`src/rtl/voice_allocator.sv`:
```
// voice_allocator: assigns debounced key presses to a pool of oscillator voices, round-robin over keys.
// Optional VOICE_STEAL_EN: a press arriving at a full pool takes the oldest voice instead of waiting.
module voice_allocator #(
  parameter int NUM_KEYS   = 16,
  parameter int NUM_VOICES = 4,
  parameter int KEY_W      = 4,
  parameter int AGE_W      = 8
) (
  input  logic                              clk,
  input  logic                              reset,
  input  logic [NUM_KEYS-1:0]               pb,
  output logic [NUM_VOICES-1:0]             voice_active,
  output logic [NUM_VOICES*KEY_W-1:0]       voice_key,
  output logic [NUM_VOICES-1:0]             voice_start,
  output logic [$clog2(NUM_VOICES+1)-1:0]   active_count,
  output logic                              drop_pulse
);
  localparam int CNT_W = $clog2(NUM_VOICES + 1);
  localparam int VI_W  = (NUM_VOICES > 1) ? $clog2(NUM_VOICES) : 1;
  logic [NUM_KEYS-1:0]   pb_q, pend_q, pend_d, cand;
  logic [KEY_W-1:0]      ptr_q, ptr_d, sel_k;
  logic [AGE_W-1:0]      age_q [NUM_VOICES];
  logic [AGE_W-1:0]      age_d [NUM_VOICES];
  logic [KEY_W-1:0]      key_q [NUM_VOICES];
  logic [KEY_W-1:0]      key_d [NUM_VOICES];
  logic [NUM_VOICES-1:0] active_q, active_d, start_q, start_d, rel, live;
  logic [CNT_W-1:0]      cnt_q, cnt_d;
  logic                  drop_q, drop_d, found, free_found, serve;
  logic [VI_W-1:0]       free_v, tgt;
`ifdef VOICE_STEAL_EN
  logic [VI_W-1:0]       old_v;
`endif
  always_comb begin
    rel = '0;
    for (int v = 0; v < NUM_VOICES; v++) rel[v] = active_q[v] & ~pb_q[key_q[v]];
    live = active_q & ~rel;
    cand = pend_q & pb_q;
    found = 1'b0;
    sel_k = '0;
    for (int i = 0; i < NUM_KEYS; i++) begin
      if (!found && cand[(int'(ptr_q) + i) % NUM_KEYS]) begin
        found = 1'b1;
        sel_k = KEY_W'((int'(ptr_q) + i) % NUM_KEYS);
      end
    end
    free_found = 1'b0;
    free_v = '0;
    for (int v = 0; v < NUM_VOICES; v++) begin
      if (!free_found && !live[v]) begin
        free_found = 1'b1;
        free_v = VI_W'(v);
      end
    end
`ifdef VOICE_STEAL_EN
    // strict compare keeps the lowest index on equal ages
    old_v = '0;
    for (int v = 1; v < NUM_VOICES; v++) if (age_q[v] > age_q[old_v]) old_v = VI_W'(v);
    tgt   = free_found ? free_v : old_v;
    serve = found;
`else
    tgt   = free_v;
    serve = found & free_found;
`endif
    active_d = live;
    key_d    = key_q;
    age_d    = age_q;
    start_d  = '0;
    ptr_d    = ptr_q;
    pend_d   = (pend_q & pb_q) | (pb & ~pb_q);
    drop_d   = |(pend_q & ~pb_q);
    if (serve) begin
      active_d[tgt] = 1'b1;
      key_d[tgt]    = sel_k;
      start_d[tgt]  = 1'b1;
      pend_d[sel_k] = 1'b0;
      ptr_d         = KEY_W'((int'(sel_k) + 1) % NUM_KEYS);
      for (int v = 0; v < NUM_VOICES; v++)
        age_d[v] = (v == int'(tgt)) ? '0 :
                   (live[v] && age_q[v] != '1) ? age_q[v] + 1'b1 : age_q[v];
    end
    cnt_d = '0;
    for (int v = 0; v < NUM_VOICES; v++) cnt_d = cnt_d + CNT_W'(active_d[v]);
  end
  always_ff @(posedge clk) begin
    if (reset) begin
      pb_q     <= '0;
      pend_q   <= '0;
      ptr_q    <= '0;
      age_q    <= '{default: '0};
      key_q    <= '{default: '0};
      active_q <= '0;
      start_q  <= '0;
      cnt_q    <= '0;
      drop_q   <= 1'b0;
    end else begin
      pb_q     <= pb;
      pend_q   <= pend_d;
      ptr_q    <= ptr_d;
      age_q    <= age_d;
      key_q    <= key_d;
      active_q <= active_d;
      start_q  <= start_d;
      cnt_q    <= cnt_d;
      drop_q   <= drop_d;
    end
  end
  for (genvar g = 0; g < NUM_VOICES; g++) begin : g_key
    assign voice_key[g*KEY_W +: KEY_W] = key_q[g];
  end
  assign voice_active = active_q;
  assign voice_start  = start_q;
  assign active_count = cnt_q;
  assign drop_pulse   = drop_q;
endmodule
```
`config.mk`:
```
export PLATFORM = sky130hd
export DESIGN_NAME = voice_allocator
export DESIGN_NICKNAME = d
export VERILOG_FILES = /design/src/rtl/voice_allocator.sv
export SDC_FILE = /design/constraint.sdc
export NUM_CORES = 1
export LEC_CHECK = 0
export ABC_AREA = 1
export CAP_MARGIN = 20
export CORE_MARGIN = 2
export CORE_UTILIZATION = 55
export DETAILED_ROUTE_END_ITERATION = 6
export PLACE_DENSITY = 0.77
export SLEW_MARGIN = 20
export SYNTH_ARGS = -nofsm -noshare
export SYNTH_HDL_FRONTEND = slang
export SYNTH_SLANG_ARGS = --single-unit
```
`constraint.sdc`:
```
create_clock -name clk -period 4.9 [get_ports clk]
set_input_delay 1.225 -clock clk [delete_from_list [all_inputs] [get_ports clk]]
set_output_delay 1.225 -clock clk [all_outputs]
set_load 0.005 [all_outputs]
```
# Yosys cells after proc, flatten, opt, wreduce, memory -nomap -nowiden
# Index checks and enable logic that the tools add are counted.
# totals
in_bits	18
elab_cells	253
output_inout_bits	28
register_bits	64
# op_classes
reduce_logical	58
order_cmp	26
mux	103
add_sub_neg	19
n_bitwise	36
# ops
op	n
less-than comparator 5 x 6 -> 1 bit, second input constant	15
binary-select mux 1 bit (select 4 bit)	20
two-way mux 4 bit	18
bitwise AND 16 bit	4
OR reduction 4 bit	15
two-way mux 1 bit	58
adder 4 bit, second input constant	8
inverter 16 bit	2
less-than comparator 4 x 5 -> 1 bit, second input constant	6
logical AND 1 bit	21
logical NOT 1 bit	20
adder 4 x 3 -> 4 bit, second input constant	4
bitwise mux 16 bit	1
two-way mux 16 bit	1
bitwise OR 16 bit	1
OR reduction 16 bit	1
bitwise AND 1 bit, first input constant	15
adder 4 x 1 -> 4 bit, second input constant	2
adder 4 x 2 -> 4 bit, second input constant	2
demux 4 bit (select 2 bit)	1
bitwise AND 1 bit	5
inverter 1 bit	5
bitwise AND 4 bit	1
demux 1 bit (select 4 bit)	1
14 further kinds	15

# Depth between registers and ports, before layout
# depth
depth_word	57
mapped_depth	31
depth_no_buf	28

# Worst setup path before layout
# No wires, ideal clock.
# synth_path
kind	flip-flop to flip-flop
from	register ptr_q[1]
to	register cnt_q[1], in the netlist active_count[1]
required_ps	4772
setup_slack_ps	483
stages_incl_launch_ff	32
period_less_slack_ps	4417
arrival_ps	4290
n_path_buf	4
setup_time_ps	128
cell_sequence	dfxtp_1 -> buf_2 -> inv_2 -> buf_2 -> ha_1 -> clkbuf_2 -> inv_1 -> buf_2 -> nand2_1 -> nand2_1 -> o21ai_1 -> nand2_1 -> o21ai_1 -> inv_2 -> nand4_4 -> nor2_8 -> nand4_4 -> nor2_8 -> nand2_2 -> nor2_4 -> nand3_1 -> inv_2 -> nor2_4 -> inv_2 -> o21ai_0 -> inv_1 -> fa_1 -> inv_1 -> ha_1 -> ha_1 -> inv_1 -> nor2_1
# synth_via
elab_chain_cells	53
elab_cells_between_ends	113
cone_classes	18 x add/sub; 64 x mux; 1 x bitwise; 30 x reduce/logical
# synth_lines
item	line	source
start, declared	21	logic [KEY_W-1:0] ptr_q, ptr_d, sel_k;
start signal, assigned	98	ptr_q <= ptr_d;
adder 4 x 1 -> 4 bit / binary-select mux 1 bit (select 4 bit) (equally long branches)	41	if (!found && cand[(int'(ptr_q) + i) % NUM_KEYS]) begin
binary-select mux 1 bit (select 4 bit) / two-way mux 1 bit (equally long branches)	41	
two-way mux 1 bit (implied by the code)	41	
two-way mux 1 bit (implied by the code) / logical NOT 1 bit (equally long branches)	41	
logical AND 1 bit	41	
two-way mux 1 bit	41	
logical NOT 1 bit	41	
logical AND 1 bit	41	
(+38 left out)	-	
logical AND 1 bit	41	
two-way mux 1 bit (*)	41	
bitwise AND 1 bit (*)	62	serve = found & free_found;
two-way mux 4 bit (*)	71	if (serve) begin
adder 1 x 1 -> 2 bit	82	for (int v = 0; v < NUM_VOICES; v++) cnt_d = cnt_d + CNT_W'(active_d[v]);
adder 2 x 1 -> 3 bit	82	
adder 3 x 1 -> 3 bit (*)	82	
net cnt_d[1]	27	logic [CNT_W-1:0] cnt_q, cnt_d;
end signal, assigned	103	cnt_q <= cnt_d;
end, declared	27	
# Mark *: on every way through the listed nets, which the timed path passes. The rest lies on a longest branch. The select of a mux whose other input is x is not followed.
# A chain may end at the register's enable or synchronous reset.

# Worst setup path after layout
# Ends and elaborated chain as after synthesis.

==> metrics.cfg <==
[run_status]
status=finished, final reports clean

[placement]
hpwl_mm=13.30
gp_congestion=1.021
io_buffers=45

[clock_network]
clock_latency_ns=0.35
cts.sinks=64
cts_root_buf=clkbuf_8
holdBufCountCts=0
cts_tree=built
cts_max_level=3
ctsLongestPathBuffers=2
cts.clk_slew.worst_paths_ns=0.09
cts_inserted_buffers=9

[final_layout]
fin_nets=910
antenna_cells=0
area_delta_synth_final_pct=14.12
drive_above_1_share_pct=7.928

[worst_setup_path]
cpPeakStageDelay_ns=0.41
crit_buf_inv=8
crit-reg2reg-launch=ptr_q[1]
worstPathMaxFanout=19
startpoint_type=register
worstPathRequired_ns=5.15
path_class=reg -> reg
critPathLaunch=ptr_q[1]
cp.arrival_ns=4.69
worstSetupEndpointType=register
critPathTopFamily=simple AND/OR/NAND/NOR gates
crit_path_frequent_cell=inv_1
critical-path-slowest-cell=fa_1

[logic_synthesis]
yosys_warnings=0
ys_ff_latch=64
synth.net_count=870
synth_seq_area_share_pct=25.06
synth_top_area_share_pct=25.06
synth_area_um2=5114
yosysUniqueCellTypes=45
synth_area_leaders=dfxtp_1 (25%), nand2_1 (14%), nand3_1 (13%)
syn-instance-count=838
yosysTopAreaCell=dfxtp_1
syn_area_per_cell_um2=6.102

[power_and_ir_drop]
power_density_nw_per_um2=827.7
ir_drop_mv=0.4772
total_leakage_power_nw=2.857

[routing]
first_iter_violations=540
viasPerCell=5.886
post_drt_wl_per_cell_um=17.30
vias=5851
drc=0
routed_wl_mm=17.20
first_pass_iters=6
ant_nets=0

[global_route]
grt_overflow=0
grt_pass1_wl_mm=27.92
grt_use_total_pct=35.56
antenna_found_initial=0
grt_pass1_vias=5564
grt_max_degree=24

[floorplanning]
dieHeight_um=100.4
coreArea_um2=9109
die_w_um=100.4
fp-row-count=35
die_area_um2=10090
ioPinCount=46
initial_utilization_pct=56.14

[timing]
setup_violations=0
worst_slew_pin_slew_ns=0.7993
period_needed_ns=4.446
hold_viol=0
fin_worst_skew_ns=0.01469
rsz0062_at_grt=false
slew_headroom_pct=46.55
max_freq_ghz=0.2249
slew_violations=0
min_period_over_period_pct=90.74
whs_ns=0.5411
setup_tns_ns=0

[run]
cap_violations=0

[hold_path]
hp-class=reg -> reg
hp-start=pend_q[3]

==> per-layer routing <==
| metal | wire, um | part of all wire [%] | up-vias | track usage, % |
|---|---|---|---|---|
| met1 | 7111 | 41 | 2627 | 47.40 |
| li1 | - | - | 2840 | - |
| met2 | 7835 | 46 | 336 | 58.03 |
| met3 | 1708 | 9.9 | 48 | 5.292 |
| met4 | 544 | 3.2 | 0 | 13.80 |
| met5 | 0 | 0 | - | 0 |
==> sequential cells by signal, summed over array words and instances (netlist names) <==
name	flops
active_count	3
drop_pulse	1
pb_q	16
pend_q	16
ptr_q	4
voice_active	4
voice_key	16
voice_start	4
==> cells in the mapped netlist (all sizes together) <==
master and instances:
o21a 1, ha 13, nand3b 3, a21o 1, inv 127, o21bai 1
o21ai 85, xnor2 1, nand2 190, or2 2, nand3 139, a41oi 1
xor2 4, o2111ai 1, nand4 17, nor3 5, nor2 77, a21boi 4
dfxtp 64, a31oi 6, buf 13, clkbuf 14, o31ai 2, a21oi 62
fa 1, a221oi 4
==> tightest hold or removal path: cells and delay by family, from the launching register on <==
kind,cells,cell delay (ns)
flops,1,0.35
simple gates,1,0.09
compound gates,1,0.06
==> what timing repair did <==
action | CTS | global route
resized for setup | 0 | 1
endpoints found under the hold margin | 0 | 0
buffers inserted | 0 | 1
setup endpoints to repair | 0 | 1
==> final timing paths <==
check / cells past startpoint / to / slack, ns
setup / recovery: 28 / active_count[1] / 0.45
hold / removal: 2 / pend_q[3] / 0.54
setup reg to reg: 28 / active_count[1] / 0.45
hold reg to reg: 2 / pend_q[3] / 0.54
==> layout make-up <==
| cell class | count | area, um^2 |
|---|---|---|
| multi-input cells | 620 | 3207 |
| repair buffers | 56 | 533.0 |
| inverters | 127 | 479.2 |
| clock buffers | 10 | 127.6 |
| well taps | 111 | 138.9 |
| clock inverters | 6 | 68.82 |
| flip-flops and latches | 64 | 1281 |
| fillers | 853 | 3273 |
==> cells in the final DEF (no fill, tap or decap), types with 9 or more instances in the layout <==
cell	instances
o21ai_0	68
inv_1	115
nand2_1	185
clkbuf_8	9
dfxtp_1	64
inv_2	11
ha_1	13
buf_4	11
nand4_1	15
o21ai_1	16
nand3_1	132
nor2_1	66
clkdlybuf4s50_1	45
a21oi_1	61
==> cells by family after synthesis <==
logic type | share of synthesized area (%)
and+or+nand+nor | 40.05
AOI/OAI and AO/OA | 17.64
buffers and inverters | 12.31
DFF | 25.06
adders and majority gates | 3.572
xor gates and xnor gates | 1.370
==> stage by stage <==
stage               utilization, %  worst slack [ns]  instances  total power, mW  area, um^2
floorplan                        -            0.4827        838            3.236        5114
global placement             61.79            0.5211        977            4.229        5628
detailed placement           61.79            0.4378        977            4.253        5628
CTS                          63.94            0.4342        993            4.734        5824
global route                 64.07           0.03356        994            5.229        5836
finish                       64.07            0.4537        994            4.830        5836
==> power breakdown <==
part           internal [mW]  total, mW  switching (mW)
logic                   1.05       3.60            2.55
clock network          0.238      0.474           0.236
registers              0.632      0.758           0.125
total                   1.92       4.83            2.91
(Power assumes the default switching activity.)
